[src/rtl/ft64_gpu_bus_arbiter_if.sv]
// Bus-side signal bundle for the FT64 GPU two-master arbiter.
// The arbiter sits on the slave modport; the requester/mux side uses master.
interface ft64_gpu_bus_arbiter_if;
    logic s1_cyc_i;
    logic s2_cyc_i;
    logic m1_ack_i;
    logic grnt_o;
    logic s1_wait_o;
    logic s2_wait_o;
    logic busy_o;
    logic to_o;

    modport slave (
        input  s1_cyc_i,
        input  s2_cyc_i,
        input  m1_ack_i,
        output grnt_o,
        output s1_wait_o,
        output s2_wait_o,
        output busy_o,
        output to_o
    );

    modport master (
        output s1_cyc_i,
        output s2_cyc_i,
        output m1_ack_i,
        input  grnt_o,
        input  s1_wait_o,
        input  s2_wait_o,
        input  busy_o,
        input  to_o
    );
endinterface

[src/rtl/ft64_gpu_bus_arbiter.sv]
// Round-robin grant select for the FT64 GPU bus mux with quantum, gap window and turnaround.
// Optional ack timeout with forced hand-over is enabled by defining GPU_ARB_TIMEOUT_EN.
module ft64_gpu_bus_arbiter #(
    parameter int QUANTUM   = 4,
    parameter int GAP       = 2,
    parameter int TO_CYCLES = 255
) (
    input  logic                          clk_i,
    input  logic                          rst_i,
    input  logic                          ce_i,
    ft64_gpu_bus_arbiter_if.slave         bus
);

    typedef enum logic [1:0] {
        IDLE = 2'd0,
        GNT  = 2'd1,
        TURN = 2'd2
    } state_t;

    localparam logic [3:0] QUANTUM_L = 4'(QUANTUM);
    localparam logic [3:0] GAP_M1_L  = 4'(GAP - 1);

    state_t     state_q, state_d;
    logic       grnt_q, grnt_d;
    logic       last_q, last_d;
    logic [3:0] qcnt_q, qcnt_d;
    logic [3:0] gcnt_q, gcnt_d;
    logic       own_prev_q;
    logic       s1_wait_q, s1_wait_d;
    logic       s2_wait_q, s2_wait_d;
    logic       busy_q, busy_d;
    logic       to_q, to_d;

    logic       own_cyc;
    logic       oth_cyc;
    logic       own_fall;
    logic       do_switch;
    logic       to_fire;

    assign own_cyc  = grnt_q ? bus.s2_cyc_i : bus.s1_cyc_i;
    assign oth_cyc  = grnt_q ? bus.s1_cyc_i : bus.s2_cyc_i;
    assign own_fall = (state_q == GNT) && own_prev_q && !own_cyc;

`ifdef GPU_ARB_TIMEOUT_EN
    localparam logic [7:0] TO_L = 8'(TO_CYCLES);

    logic [7:0] tocnt_q, tocnt_d;

    // Counter only runs while the owner holds cyc without ack; anything else clears it.
    always_comb begin
        tocnt_d = '0;
        to_fire = 1'b0;
        if (state_q == GNT && own_cyc && !bus.m1_ack_i) begin
            if (tocnt_q + 8'd1 == TO_L) begin
                to_fire = 1'b1;
            end else begin
                tocnt_d = tocnt_q + 8'd1;
            end
        end
    end

    always_ff @(posedge clk_i or negedge rst_i) begin
        if (!rst_i) begin
            tocnt_q <= '0;
        end else if (ce_i) begin
            tocnt_q <= tocnt_d;
        end
    end
`else
    logic unused_timeout;

    assign to_fire        = 1'b0;
    assign unused_timeout = bus.m1_ack_i ^ (TO_CYCLES == 0);
`endif

    // NOTE: every variable gets its default before the case so no path can infer a latch.
    always_comb begin
        state_d   = state_q;
        grnt_d    = grnt_q;
        last_d    = last_q;
        qcnt_d    = qcnt_q;
        gcnt_d    = gcnt_q;
        do_switch = 1'b0;

        case (state_q)
            IDLE: begin
                if (bus.s1_cyc_i && bus.s2_cyc_i) begin
                    grnt_d  = ~last_q;
                    state_d = GNT;
                end else if (bus.s1_cyc_i) begin
                    grnt_d  = 1'b0;
                    state_d = GNT;
                end else if (bus.s2_cyc_i) begin
                    grnt_d  = 1'b1;
                    state_d = GNT;
                end
            end
            GNT: begin
                if (own_fall && qcnt_q != 4'hF) begin
                    qcnt_d = qcnt_q + 4'd1;
                end
                // The completed transaction is counted before the quantum test below.
                if (to_fire && oth_cyc) begin
                    do_switch = 1'b1;
                end else if (own_cyc || !oth_cyc) begin
                    gcnt_d = '0;
                end else if (qcnt_d >= QUANTUM_L || gcnt_q >= GAP_M1_L) begin
                    do_switch = 1'b1;
                end else begin
                    gcnt_d = gcnt_q + 4'd1;
                end
            end
            TURN: begin
                state_d = GNT;
            end
            default: begin
                state_d = IDLE;
            end
        endcase

        if (do_switch) begin
            grnt_d  = ~grnt_q;
            last_d  = grnt_q;
            qcnt_d  = '0;
            gcnt_d  = '0;
            state_d = TURN;
        end
    end

    always_comb begin
        s1_wait_d = bus.s1_cyc_i & (grnt_q | (state_q == TURN));
        s2_wait_d = bus.s2_cyc_i & (~grnt_q | (state_q == TURN));
        busy_d    = own_cyc & (state_q == GNT);
        to_d      = to_fire;
    end

    // NOTE: state registers use non-blocking assignments so every flop samples pre-edge values.
    always_ff @(posedge clk_i or negedge rst_i) begin
        if (!rst_i) begin
            state_q    <= IDLE;
            grnt_q     <= 1'b0;
            last_q     <= 1'b1;
            qcnt_q     <= '0;
            gcnt_q     <= '0;
            own_prev_q <= 1'b0;
            s1_wait_q  <= 1'b0;
            s2_wait_q  <= 1'b0;
            busy_q     <= 1'b0;
            to_q       <= 1'b0;
        end else if (ce_i) begin
            state_q    <= state_d;
            grnt_q     <= grnt_d;
            last_q     <= last_d;
            qcnt_q     <= qcnt_d;
            gcnt_q     <= gcnt_d;
            own_prev_q <= own_cyc;
            s1_wait_q  <= s1_wait_d;
            s2_wait_q  <= s2_wait_d;
            busy_q     <= busy_d;
            to_q       <= to_d;
        end
    end

    assign bus.grnt_o    = grnt_q;
    assign bus.s1_wait_o = s1_wait_q;
    assign bus.s2_wait_o = s2_wait_q;
    assign bus.busy_o    = busy_q;
    assign bus.to_o      = to_q;

endmodule

[src/flat_wrapper.sv]
// flat-port wrapper written by rule: the top's interface ports become plain ports
module ft64_gpu_bus_arbiter_flat 
#(
    parameter int QUANTUM   = 4,
    parameter int GAP       = 2,
    parameter int TO_CYCLES = 255
)
  (clk_i, rst_i, ce_i, bus_s1_cyc_i, bus_s2_cyc_i, bus_m1_ack_i, bus_grnt_o, bus_s1_wait_o, bus_s2_wait_o, bus_busy_o, bus_to_o);
  ft64_gpu_bus_arbiter_if bus_i ();
  input  logic clk_i;
  input  logic rst_i;
  input  logic ce_i;
  input wire logic [$bits(bus_i.s1_cyc_i)-1:0] bus_s1_cyc_i;
  input wire logic [$bits(bus_i.s2_cyc_i)-1:0] bus_s2_cyc_i;
  input wire logic [$bits(bus_i.m1_ack_i)-1:0] bus_m1_ack_i;
  output wire logic [$bits(bus_i.grnt_o)-1:0] bus_grnt_o;
  output wire logic [$bits(bus_i.s1_wait_o)-1:0] bus_s1_wait_o;
  output wire logic [$bits(bus_i.s2_wait_o)-1:0] bus_s2_wait_o;
  output wire logic [$bits(bus_i.busy_o)-1:0] bus_busy_o;
  output wire logic [$bits(bus_i.to_o)-1:0] bus_to_o;
  assign bus_i.s1_cyc_i = bus_s1_cyc_i;
  assign bus_i.s2_cyc_i = bus_s2_cyc_i;
  assign bus_i.m1_ack_i = bus_m1_ack_i;
  assign bus_grnt_o = bus_i.grnt_o;
  assign bus_s1_wait_o = bus_i.s1_wait_o;
  assign bus_s2_wait_o = bus_i.s2_wait_o;
  assign bus_busy_o = bus_i.busy_o;
  assign bus_to_o = bus_i.to_o;
  ft64_gpu_bus_arbiter #(.QUANTUM(QUANTUM), .GAP(GAP), .TO_CYCLES(TO_CYCLES)) u_core (.clk_i(clk_i), .rst_i(rst_i), .ce_i(ce_i), .bus(bus_i));
endmodule
[config.mk]
export PLATFORM = sky130hd
export DESIGN_NAME = ft64_gpu_bus_arbiter_flat
export DESIGN_NICKNAME = d
export VERILOG_FILES = /design/src/rtl/ft64_gpu_bus_arbiter_if.sv /design/src/rtl/ft64_gpu_bus_arbiter.sv /design/src/flat_wrapper.sv
export SDC_FILE = /design/constraint.sdc
export NUM_CORES = 1
export LEC_CHECK = 0
export ABC_CLOCK_PERIOD_IN_PS = 2150
export BUFFER_PORTS_ARGS = -buffer_cell sky130_fd_sc_hd__buf_2
export CELL_PAD_IN_SITES_DETAIL_PLACEMENT = 0
export CELL_PAD_IN_SITES_GLOBAL_PLACEMENT = 1
export CORE_MARGIN = 4
export CORE_UTILIZATION = 44
export CTS_CLUSTER_DIAMETER = 150
export DETAILED_ROUTE_END_ITERATION = 10
export PLACE_DENSITY = 0.8
export SYNTH_ARGS = -nofsm -noshare
export SYNTH_HDL_FRONTEND = slang
export SYNTH_SLANG_ARGS = --single-unit
[constraint.sdc]
create_clock -name clk_i -period 2.15 [get_ports clk_i]
set_clock_uncertainty 0.15 [all_clocks]
set_input_delay 0.3225 -clock clk_i [delete_from_list [all_inputs] [get_ports clk_i]]
set_output_delay 0.3225 -clock clk_i [all_outputs]
set_load 0.05 [all_outputs]
==> Yosys cells after proc, flatten, opt, wreduce, memory -nomap -nowiden <==
Cells that the tools add are included.
{ "op_classes": {"add_sub_neg": 2, "mul": 0, "div": 0, "magnitude_cmp": 2, "eq_ne": 6, "n_shift": 0, "n_mux": 23, "bitwise": 7, "reduce_logical": 17} }
{ "ops": {"columns": ["op", "count"], "rows": [
  ["two-way mux 4 bit", 8],
  ["two-way mux 1 bit", 10],
  ["AND reduction 3 bit", 3],
  ["adder 4 x 1 -> 4 bit, second input constant", 2],
  ["two-way mux 2 bit", 4],
  ["case mux 2 bit (3 select lines)", 1],
  ["inequality test 5 x 3 -> 1 bit, second input constant", 1],
  ["greater-or-equal comparator 4 x 1 -> 1 bit, second input constant", 1],
  ["greater-or-equal comparator 4 x 3 -> 1 bit, second input constant", 1],
  ["logical AND 1 bit", 4],
  ["inequality test 4 bit, second input constant", 1],
  ["AND reduction 2 bit", 2],
  ["nonzero test 2 bit", 2],
  ["nonzero test 4 bit", 1],
  ["bitwise AND 1 bit", 3],
  ["inequality test 3 x 1 -> 1 bit, second input constant", 1],
  ["equality test 2 x 1 -> 1 bit, second input constant", 1],
  ["equality test 2 bit, second input constant", 1],
  ["logical NOT 1 bit", 2],
  ["logical NOT 2 bit", 1],
  ["logical OR 1 bit", 2],
  ["inequality test 2 x 1 -> 1 bit, second input constant", 1],
  ["NOT 1 bit", 2],
  ["OR 1 bit", 2]
]} }
{ "word_totals": {"ff_bits": 16, "latch_bits": 0, "mem_bits_rw": 0, "rom_bits": 0, "input_bits": 6, "out_inout_bits": 5, "word_cells": 66, "memories": 0} }

==> Depth between registers and ports, before layout <==
Gate-level depths: netlist (run 1).
{ "logic_depth": {"word_depth": 13, "mapped_depth": 7, "depth_no_buf": 6} }

==> Worst setup path after synthesis (run 1) <==
OpenSTA, ideal clock, no wires.
{ "synth_path": {"kind": "register to register", "start": "register u_core.grnt_q (netlist: u_core.bus.grnt_o)", "end": "register u_core.last_q", "setup_time_ps": 82, "arrival_time_ps": 1879, "path_slack_ps": 38, "path_stages_with_launch": 7, "path_buffers": 2, "period_less_slack_ps": 2112, "path_cell_list": "dfrtp_1 buf_4 mux2i_4 and4_4 buf_6 nor3_2 mux2_4"} }
{ "synth_via": {"elab_chain_cells": 12, "elab_cells_between_ends": 15, "cone_classes": "order compare: 1; mux: 7; reduce/logical: 7"} }
{ "synth_rtl": {"columns": ["item", "line", "text"], "rows": [
  ["start, declared", "ft64_gpu_bus_arbiter.sv:24", "logic grnt_q, grnt_d;"],
  ["start signal, assigned", "ft64_gpu_bus_arbiter.sv:152", "grnt_q <= grnt_d;"],
  ["two-way mux 1 bit", "ft64_gpu_bus_arbiter.sv:40", "assign own_cyc = grnt_q ? bus.s2_cyc_i : bus.s1_cyc_i;"],
  ["logical NOT 1 bit", "ft64_gpu_bus_arbiter.sv:42", "assign own_fall = (state_q == GNT) && own_prev_q && !own_cyc;"],
  ["logical AND 1 bit", "ft64_gpu_bus_arbiter.sv:42", null],
  ["logical AND 1 bit", "ft64_gpu_bus_arbiter.sv:99", "if (own_fall && qcnt_q != 4'hF) begin"],
  ["two-way mux 4 bit", "ft64_gpu_bus_arbiter.sv:99", null],
  ["two-way mux 4 bit", "ft64_gpu_bus_arbiter.sv:85", "case (state_q)"],
  ["greater-or-equal comparator 4 x 3 -> 1 bit", "ft64_gpu_bus_arbiter.sv:107", "end else if (qcnt_d >= QUANTUM_L || gcnt_q >= GAP_M1_L) begin"],
  ["logical OR 1 bit", "ft64_gpu_bus_arbiter.sv:107", null],
  ["two-way mux 1 bit", "ft64_gpu_bus_arbiter.sv:107", null],
  ["two-way mux 1 bit", "ft64_gpu_bus_arbiter.sv:105", "end else if (own_cyc || !oth_cyc) begin"],
  ["two-way mux 1 bit", "ft64_gpu_bus_arbiter.sv:85", null],
  ["AND reduction 2 bit (no line)", null, null],
  ["end signal, assigned", "ft64_gpu_bus_arbiter.sv:153", "last_q <= last_d;"],
  ["end, declared", "ft64_gpu_bus_arbiter.sv:25", "logic last_q, last_d;"]
]} }
Several ways; a longest one is shown, not always the timed one. The select of a mux whose other input is x is not followed.
A chain may end at the register's enable or synchronous reset.

==> Worst setup path after layout (run 1) <==
{ "layout_path": {"start": "register u_core.gcnt_q[0]", "end": "register u_core.last_q"} }
{ "layout_via": {"elab_chain_cells": 6} }
{ "layout_rtl": {"columns": ["item", "line", "text"], "rows": [
  ["start, declared", "ft64_gpu_bus_arbiter.sv:27", "logic [3:0] gcnt_q, gcnt_d;"],
  ["start signal, assigned", "ft64_gpu_bus_arbiter.sv:155", "gcnt_q <= gcnt_d;"],
  ["greater-or-equal comparator 4 x 1 -> 1 bit", "ft64_gpu_bus_arbiter.sv:107", null],
  ["logical OR 1 bit", "ft64_gpu_bus_arbiter.sv:107", null],
  ["two-way mux 1 bit", "ft64_gpu_bus_arbiter.sv:107", null],
  ["two-way mux 1 bit", "ft64_gpu_bus_arbiter.sv:105", null],
  ["two-way mux 1 bit", "ft64_gpu_bus_arbiter.sv:85", null],
  ["AND reduction 2 bit (no line)", null, null]
]} }
Every way passes these cells.

==> run metrics, run 1 <==
antenna-violating nets left=0; Syn Inst Count=100; Clock Tree Root=clkbuf_4; data required time of the worst path=2.21 ns; Die Wd=55.3 um; global-route wire length before repair=between 3000 and 4000 um; CP Cell Sequence=inv_1, ha_2, or4b_4, a211oi_4, nor3_2, mux2_4; hold path depth=2; CP Capture Type=flip-flop; arrival time worst endpoint=roughly 2.1 ns; Worst VDD drop=0.882 mV; DRT Wirelength=about 1900 um; mapped cell area=just under 1000 um^2; Worst Hold Endpoint=u_core.own_prev_q; total die area=a little over 3000 um^2; RSZ-0062 raised after global routing=no; ant diodes=0; total CTS buffers=3; grt ovf=0; FP Rows=16; final hold vios=0; largest net degree at the start of global routing=17; leakage=around 0.49 nW; syn_area_per_cell=between 9 and 10 um^2; clk buf depth=2; Die Ht=between 50 and 60 um; Area Overhead vs Synth=11.3%; Worst setup SP type=flip-flop; Fmax achieved=around 0.49 GHz; Worst-Skew Late Latency=about 0.28 ns; initial antenna violation count=0; IO buf count=8; CTS tree=built; status=completed; H-Tree Depth=1; vias in the first global route=around 730; Period Utilization, post-route=a little over nine tenths; hpwl dp=between 1000 and 1500 um; Post-route DRC=0; slowest stage cell, crit path=or4b_4; sequential area share after synthesis=roughly 40%; GRT Overall Usage=a little over an eighth; Syn. warnings=0; Power Density=between 1000 and 1500 nW/um^2; # setup viols final=0; critical path's top delay family=simple AND/OR/NAND/NOR gates; CTS Sinks=16; kind of critical path=flip-flop to flip-flop; FF-to-FF End=u_core.last_q; Place WS=0.122 ns; WP buf/inv=1; Core Region=about 2000 um^2; drt pass-1 iters=4; R2R cell count=6; critical path peak fanout=4; gpl congestion=approximately 0.84; asr flop ratio synth=between 90% and 100%; hold crit path type=input port to flip-flop; setup slack, reg-to-reg=between 0.09 and 0.1 ns; Clk pin slew, worst setup/hold paths=around 0.1 ns; initial core utilization=between 40% and 50%; setup TNS=0 ns; Mapped Nets=110; max cap viols=0; hold_sp=ce_i; # fillers=slightly above 200; initial DRC count=10; total number of vias=753; nets=122; via/cell ratio=between 5 and 6; wire length per cell=between 10 and 15 um; number of synthesized flops with an enable pin=0; Min Clock Period, post-route=2.05 ns; Post-synth top flop=dfrtp_1; fin worst setup slack=0.0976 ns; post-synthesis cell type count=45; CP max stage delay=between 0.4 and 0.5 ns; Total Power=roughly 0.0014 W; Boundary Pins=11; RR Startpoint=u_core.gcnt_q[0]; Seq cells post-synth=16; share of cells above drive strength 1=between 20% and 30%; Pins Over Slew Limit=0
## stage by stage
step / instance area (um^2) / hold slack, ns / instances / util (%)
4_1_cts: 1090 / 0.163 / 137 / 53.2
5_1_grt: 1100 / 0.187 / 138 / 53.7
6_report: 1100 / 0.170 / 138 / 53.7
2_1_floorplan: 985 / -0.123 / 100 / -
3_5_place_dp: 1040 / 0.118 / 132 / 50.9
3_3_place_gp: 1040 / 0.108 / 132 / 50.9
## flip-flops by register name (all words and copies together) (netlist names)
| signal | count |
|---|---|
| u_core.bus.s2_wait_o | 1 |
| u_core.bus.grnt_o | 1 |
| u_core.bus.s1_wait_o | 1 |
| u_core.qcnt_q | 4 |
| u_core.last_q | 1 |
| u_core.own_prev_q | 1 |
| u_core.bus.busy_o | 1 |
| u_core.gcnt_q | 4 |
| u_core.state_q | 2 |
## synth_stat cells (2+ instances only)
master    n  area, um^2
a21oi_1   2        10.0
buf_4     2        15.0
o22ai_1   3        18.8
and3b_1   3        26.3
nor3_1    2        10.0
o21ai_0   7        35.0
nand3_1   3        15.0
nor2b_1   2        12.5
inv_1     8        30.0
nor2_1    5        18.8
nand2_1   8        30.0
or2_2     3        18.8
buf_2     2        10.0
ha_1      4        50.1
nand4_1   2        12.5
dfrtp_1  15         375
## cell families after synthesis
family,synth area share (%)
AO/OA/AOI/OAI,19.2
adder cells (fa/ha/maj),5.08
buffers and inverters,7.24
flip-flops,40.8
multiplexers,4.83
other,0.381
AND/OR/NAND/NOR,22.5
## cell type report
cell class                 count  area (um^2)  share of cell area [%]
multi-input combinational     70          514                    46.9
sequential                    16          402                    36.6
timing repair buffer          13         80.1                    7.31
clock buffer                   4         36.3                    3.31
tap                           27         33.8                    3.08
inverter                       8         30.0                    2.74
## worst max path at each step
stage                     slack, ns              start          endpoint  cells past startpoint
final                           0.1   u_core.gcnt_q[0]     u_core.last_q                      6
after floorplan                0.04  u_core.bus.grnt_o     u_core.last_q                      6
after CTS                      0.10   u_core.gcnt_q[0]  u_core.gcnt_q[1]                      7
after global placement         0.13   u_core.gcnt_q[0]  u_core.gcnt_q[1]                      7
after detailed placement       0.12   u_core.gcnt_q[0]  u_core.gcnt_q[1]                      7
after global routing           0.01   u_core.gcnt_q[0]  u_core.gcnt_q[1]                      7
## timing repair
item / CTS / global route
endpoints found under the hold margin: 15 / 0
hold buffers: 1 / 0
gates resized for setup: 0 / 3
setup endpoints to repair: 0 / 2
buffers inserted: 0 / 1
## report_power, final
group | leakage [nW] | internal (W) | switching (W)
sequential | 0.205 | 0.000396 | 0.0000918
clock | 0.0210 | 0.000103 | 0.0000946
combinational | 0.265 | 0.000316 | 0.000419
total | 0.491 | 0.000814 | 0.000606
## layer usage
| metal | global-route usage, % | vias up | part of all wire, % |
|---|---|---|---|
| li1 | - | 385 | - |
| met1 | 20.0 | 350 | 51 |
| met2 | 20.4 | 16 | 42 |
| met3 | 2.33 | 2 | 6.1 |
| met4 | 4.17 | 0 | 0.81 |
| met5 | 0 | - | 0 |
## cell usage in the layout, fill, tap and decap left out, types with 2 or more instances in the layout
master,n
a21oi_1,2
and3b_1,3
buf_2,8
buf_4,4
clkbuf_4,3
dfrtp_1,15
ha_1,3
inv_1,7
nand2_1,8
nand3_1,3
nand4_1,2
nor2_1,5
nor2b_1,2
nor3_1,2
o21ai_0,6
o21ai_1,2
o22ai_1,3
or2_2,3
Note: power is estimated with default switching activity, not from simulation.
==> run 2: changes to the inputs <==
--- a/config.mk
+++ b/config.mk
@@ -7,3 +7,3 @@
 export LEC_CHECK = 0
-export ABC_CLOCK_PERIOD_IN_PS = 2150
+export ABC_CLOCK_PERIOD_IN_PS = 1700
 export BUFFER_PORTS_ARGS = -buffer_cell sky130_fd_sc_hd__buf_2
@@ -12,6 +12,6 @@
 export CORE_MARGIN = 4
-export CORE_UTILIZATION = 44
+export CORE_UTILIZATION = 39
 export CTS_CLUSTER_DIAMETER = 150
 export DETAILED_ROUTE_END_ITERATION = 10
-export PLACE_DENSITY = 0.8
+export PLACE_DENSITY = 0.75
 export SYNTH_ARGS = -nofsm -noshare
==> constraint.sdc (replaced) <==
create_clock -name clk_i -period 1.7 [get_ports clk_i]
set_clock_uncertainty 0.15 [all_clocks]
set_input_delay 0.17 -clock clk_i [delete_from_list [all_inputs] [get_ports clk_i]]
set_output_delay 0.17 -clock clk_i [all_outputs]
set_load 0.05 [all_outputs]
==> run metrics, run 2 (synthesis results as in run 1) <==
largest registers=u_core.gcnt_q (4), u_core.qcnt_q (4), u_core.state_q (2) (unchanged); wire length per cell=14.2 um (was 13.5 um); Die Wd=58.2 um (was 55.3 um); initial DRC count=15 (was 10); Fmax achieved=0.505 GHz (was 0.487 GHz); commonest non-fill, non-tap cell in the layout=buf_4 (was dfrtp_1); Power Density=1670 nW/um^2 (was 1300 nW/um^2); R2R cell count=7 (was 6); total number of vias=871 (was 753); data required time of the worst path=1.78 ns (was 2.21 ns); Worst setup SP type=flip-flop (unchanged); Post-route DRC=0 (unchanged); status=finished with violations (was completed); Boundary Pins=11 (unchanged); CTS Sinks=16 (unchanged); gpl congestion=0.770 (was 0.842); grt ovf=0 (unchanged); Worst VDD drop=0.861 mV (was 0.882 mV); final core utilization=57.4% (was 53.7%); via/cell ratio=5.38 (was 5.46); Pins Over Slew Limit=0 (unchanged); Die Ht=58.2 um (was 55.3 um); CTS tree=built (unchanged); final hold vios=0 (unchanged); critical path peak fanout=6 (was 4); setup TNS=-1.92 ns (was 0 ns); CP Capture Type=flip-flop (unchanged); max cap viols=0 (unchanged); FF-to-FF End=u_core.last_q (unchanged); vias in the first global route=861 (was 734); fin worst setup slack=-0.278 ns (was 0.0976 ns); H-Tree Depth=1 (unchanged); share of cells above drive strength 1=45.5% (was 25.2%); total die area=3390 um^2 (was 3060 um^2); kind of critical path=flip-flop to flip-flop (unchanged); FP Rows=17 (was 16); GRT Overall Usage=15.1% (was 13.7%); DRT Wirelength=2300 um (was 1860 um); Hold WS=0.0202 ns (was 0.170 ns); Min Clock Period, post-route=1.98 ns (was 2.05 ns); total CTS buffers=3 (unchanged); Clk pin slew, worst setup/hold paths=0.11 ns (was 0.10 ns); most frequent cells in the layout=26 x buf_4, 14 x dfrtp_1, 8 x buf_2, 6 x nand2_1, 6 x inv_1 (was 15 x dfrtp_1, 8 x nand2_1, 8 x buf_2, 7 x inv_1, 6 x o21ai_0); Core Region=2300 um^2 (was 2040 um^2); Period Utilization, post-route=116% (was 95.5%); antenna-violating nets left=0 (unchanged); hold_sp=ce_i (unchanged); ant diodes=0 (unchanged); Place WS=-0.360 ns (was 0.122 ns); arrival time worst endpoint=2.06 ns (was 2.12 ns); Total Power=0.00220 W (was 0.00142 W); initial antenna violation count=0 (unchanged); hold path depth=2 (unchanged); setup slack, reg-to-reg=-0.28 ns (was 0.1 ns); # setup viols final=9 (was 0); failing checks=setup timing; Clock Tree Root=clkbuf_4 (unchanged); Area Overhead vs Synth=33.9% (was 11.3%); Worst-Skew Late Latency=0.29 ns (was 0.28 ns); RR Startpoint=u_core.gcnt_q[1] (was u_core.gcnt_q[0]); initial core utilization=42.9% (was 48.2%); leakage=0.605 nW (was 0.491 nW); largest net degree at the start of global routing=17 (unchanged); IO buf count=8 (unchanged); RSZ-0062 raised after global routing=yes (was no); hold crit path type=input port to flip-flop (unchanged); global-route wire length before repair=3950 um (was 3350 um); Worst Hold Endpoint=u_core.own_prev_q (unchanged); hpwl dp=1660 um (was 1430 um); nets=145 (was 122); clk buf depth=2 (unchanged); drt pass-1 iters=4 (unchanged)
run 2: repair_timing:
| action | CTS | global route |
|---|---|---|
| hold endpoints to repair | 16 | 0 |
| hold buffers | 1 | 0 |
| endpoints found under the setup margin | 9 | 10 |
| buffers inserted | 5 | 2 |
| pin swaps | 4 | 4 |
| gates resized for setup | 7 | 6 |
run 2: area by class of cell:
cell class	instances	area, um^2
Inverter	8	30.0
Timing Repair Buffer	36	256
Multi-Input combinational cell	70	558
Sequential cell	16	403
Clock buffer	4	36.3
Fill cell	210	978
Tap cell	28	35.0
run 2: worst max path at each step:
stage | from | endpoint | slack, ns | depth (start not counted)
2_1_floorplan | u_core.gcnt_q[0] | u_core.last_q | -0.24 | 6
3_3_place_gp | u_core.gcnt_q[1] | u_core.last_q | -0.29 | 6
3_5_place_dp | u_core.gcnt_q[1] | u_core.last_q | -0.36 | 6
4_1_cts | u_core.gcnt_q[0] | u_core.last_q | -0.32 | 7
5_1_grt | u_core.gcnt_q[1] | u_core.last_q | -0.32 | 7
6_report | u_core.gcnt_q[1] | u_core.last_q | -0.28 | 7
run 2: where the power goes:
group	internal, W	switching, W	leakage [nW]
registers	0.000503	0.0000899	0.204
logic	0.000663	0.000674	0.380
clock network	0.000130	0.000136	0.0210
total	0.00130	0.000900	0.605
run 2: routing by layer:
| layer | share of wire (%) | track usage (%) |
|---|---|---|
| met2 | 47 | 24.7 |
| met3 | 2.4 | 2.67 |
| met1 | 49 | 20.1 |
| met5 | 0 | 0 |
| met4 | 0.87 | 4.97 |
run 2: per-stage QoR:
| step | cell area [um^2] | instances |
|---|---|---|
| after floorplan | 1000 | 100 |
| after global placement | 1180 | 150 |
| after detailed placement | 1180 | 150 |
| after CTS | 1290 | 160 |
| after global routing | 1320 | 162 |
| final | 1320 | 162 |
run 2: critical path: stages, from the launching register on:
cell,delay [ns]
dfrtp_1,0.41
inv_2,0.09
ha_4,0.13
or4b_4,0.47
a211oi_4,0.17
buf_6,0.15
nor3_4,0.05
mux2_4,0.30
==> run 3: changes to the inputs <==
- REMOVE_ABC_BUFFERS: unset -> 1
==> run metrics, run 3 (synthesis results as in run 1) <==
Fmax achieved=0.510 GHz (was 0.505 GHz); largest registers=u_core.gcnt_q (4), u_core.qcnt_q (4), u_core.state_q (2) (unchanged); grt ovf=0 (unchanged); Clock Tree Root=clkbuf_4 (unchanged); failing checks=setup timing (unchanged); critical path peak fanout=3 (was 6); wire length per cell=14.2 um (about the same); Die Wd=58.2 um (unchanged); Boundary Pins=11 (unchanged); Pins Over Slew Limit=0 (unchanged); total die area=3390 um^2 (unchanged); leakage=0.634 nW (was 0.605 nW); GRT Overall Usage=15.6% (was 15.1%); Core Region=2300 um^2 (unchanged); FP Rows=17 (unchanged); kind of critical path=flip-flop to flip-flop (unchanged); total CTS buffers=3 (unchanged); hpwl dp=1740 um (was 1660 um); Clk pin slew, worst setup/hold paths=0.10 ns (was 0.11 ns); vias in the first global route=898 (was 861); H-Tree Depth=1 (unchanged); drt pass-1 iters=4 (unchanged); Place WS=-0.284 ns (was -0.360 ns); most frequent cells in the layout=32 x buf_4, 15 x dfrtp_1, 8 x nand2_1, 8 x buf_2, 6 x inv_1 (was 26 x buf_4, 14 x dfrtp_1, 8 x buf_2, 6 x nand2_1, 6 x inv_1); global-route wire length before repair=4140 um (was 3950 um); initial DRC count=20 (was 15); initial core utilization=42.9% (unchanged); CP Capture Type=flip-flop (unchanged); nets=151 (was 145); clk buf depth=2 (unchanged); CTS Sinks=16 (unchanged); initial antenna violation count=0 (unchanged); final core utilization=58.3% (was 57.4%); Worst-Skew Late Latency=0.28 ns (was 0.29 ns); Worst setup SP type=flip-flop (unchanged); arrival time worst endpoint=2.02 ns (was 2.06 ns); hold crit path type=input port to flip-flop (unchanged); Area Overhead vs Synth=36.1% (was 33.9%); Post-route DRC=0 (unchanged); Worst VDD drop=0.919 mV (was 0.861 mV); status=finished with violations (unchanged); antenna-violating nets left=0 (unchanged); DRT Wirelength=2390 um (was 2300 um); RSZ-0062 raised after global routing=yes (unchanged); Period Utilization, post-route=115% (was 116%); CTS tree=built (unchanged); commonest non-fill, non-tap cell in the layout=buf_4 (unchanged); ant diodes=0 (unchanged); Die Ht=58.2 um (unchanged); largest net degree at the start of global routing=17 (unchanged); share of cells above drive strength 1=43.6% (was 45.5%); via/cell ratio=5.42 (was 5.38); final hold vios=0 (unchanged); max cap viols=0 (unchanged); Min Clock Period, post-route=1.96 ns (was 1.98 ns); gpl congestion=0.821 (was 0.770); data required time of the worst path=1.76 ns (was 1.78 ns); # setup viols final=10 (was 9); IO buf count=8 (unchanged); fin worst setup slack=-0.260 ns (was -0.278 ns); total number of vias=911 (was 871); Power Density=1630 nW/um^2 (was 1670 nW/um^2)
[run 3: cell types whose count changed in the layout (fill, tap and decap cells not counted), moves of 2 or more]
cell	delta
nor3_2	+2
nand2_2	-2
ha_1	+2
ha_2	-2
nand2_1	+2
buf_4	+6
[run 3: worst max-delay path, cell delays in order (launching register included)]
cell and delay [ns]:
dfrtp_1 0.41, inv_2 0.09, ha_4 0.13, or4b_4 0.47, a211oi_4 0.24, nor3_2 0.11, mux2_4 0.31
[run 3: repair_timing]
action | 4_1_cts | 5_1_grt
buffers inserted | 6 | 3
hold buffers | 1 | 0
endpoints found under the hold margin | 16 | 0
gates resized for setup | 11 | 1
endpoints found under the setup margin | 10 | 10
pin swaps | 9 | 1
[run 3: metrics by stage]
stage               power, W  instance area [um^2]  hold WS, ns  std cells  setup TNS (ns)
finish               0.00219                  1340       0.0599        168           -1.87
global route         0.00235                  1340       0.0641        168           -2.87
CTS                  0.00215                  1310       0.0509        165           -1.86
detailed placement   0.00175                  1200      -0.0366        154           -2.21
global placement     0.00172                  1200      -0.0435        154           -1.88
floorplan            0.00127                   943       -0.276         94           -2.92
[run 3: metal layers]
layer | routed length, um | GRT usage (%) | vias up
met2 | 1150 | 24.5 | 15
met5 | 0 | 0 | -
met4 | 31 | 4.97 | 0
met1 | 1130 | 21.7 | 449
met3 | 75 | 2.90 | 2
li1 | - | - | 445
[run 3: power breakdown]
group / internal [W] / leakage (nW) / switching [W]
Sequential: 0.000501 / 0.205 / 0.0000868
Combinational: 0.000698 / 0.414 / 0.000689
Clock: 0.0000909 / 0.0150 / 0.000120
[run 3: cell type report]
type | instances | area [um^2]
Timing Repair Buffer | 42 | 302
Inverter | 8 | 30.0
Tap cell | 28 | 35.0
Clock buffer | 4 | 26.3
Sequential cell | 16 | 402
Fill cell | 198 | 957
Multi-Input combinational cell | 70 | 546
[run 3: final timing paths]
check	from	endpoint	slack (ns)	cells past startpoint
max in group asynchronous	rst_i	u_core.last_q	0.91	2
worst min-delay path	ce_i	u_core.own_prev_q	0.06	3
worst max register to register	u_core.gcnt_q[0]	u_core.last_q	-0.26	6
min in group asynchronous	rst_i	u_core.qcnt_q[1]	0.18	2
worst min register to register	u_core.bus.busy_o	u_core.bus.busy_o	0.34	1
worst max-delay path	u_core.gcnt_q[0]	u_core.last_q	-0.26	6
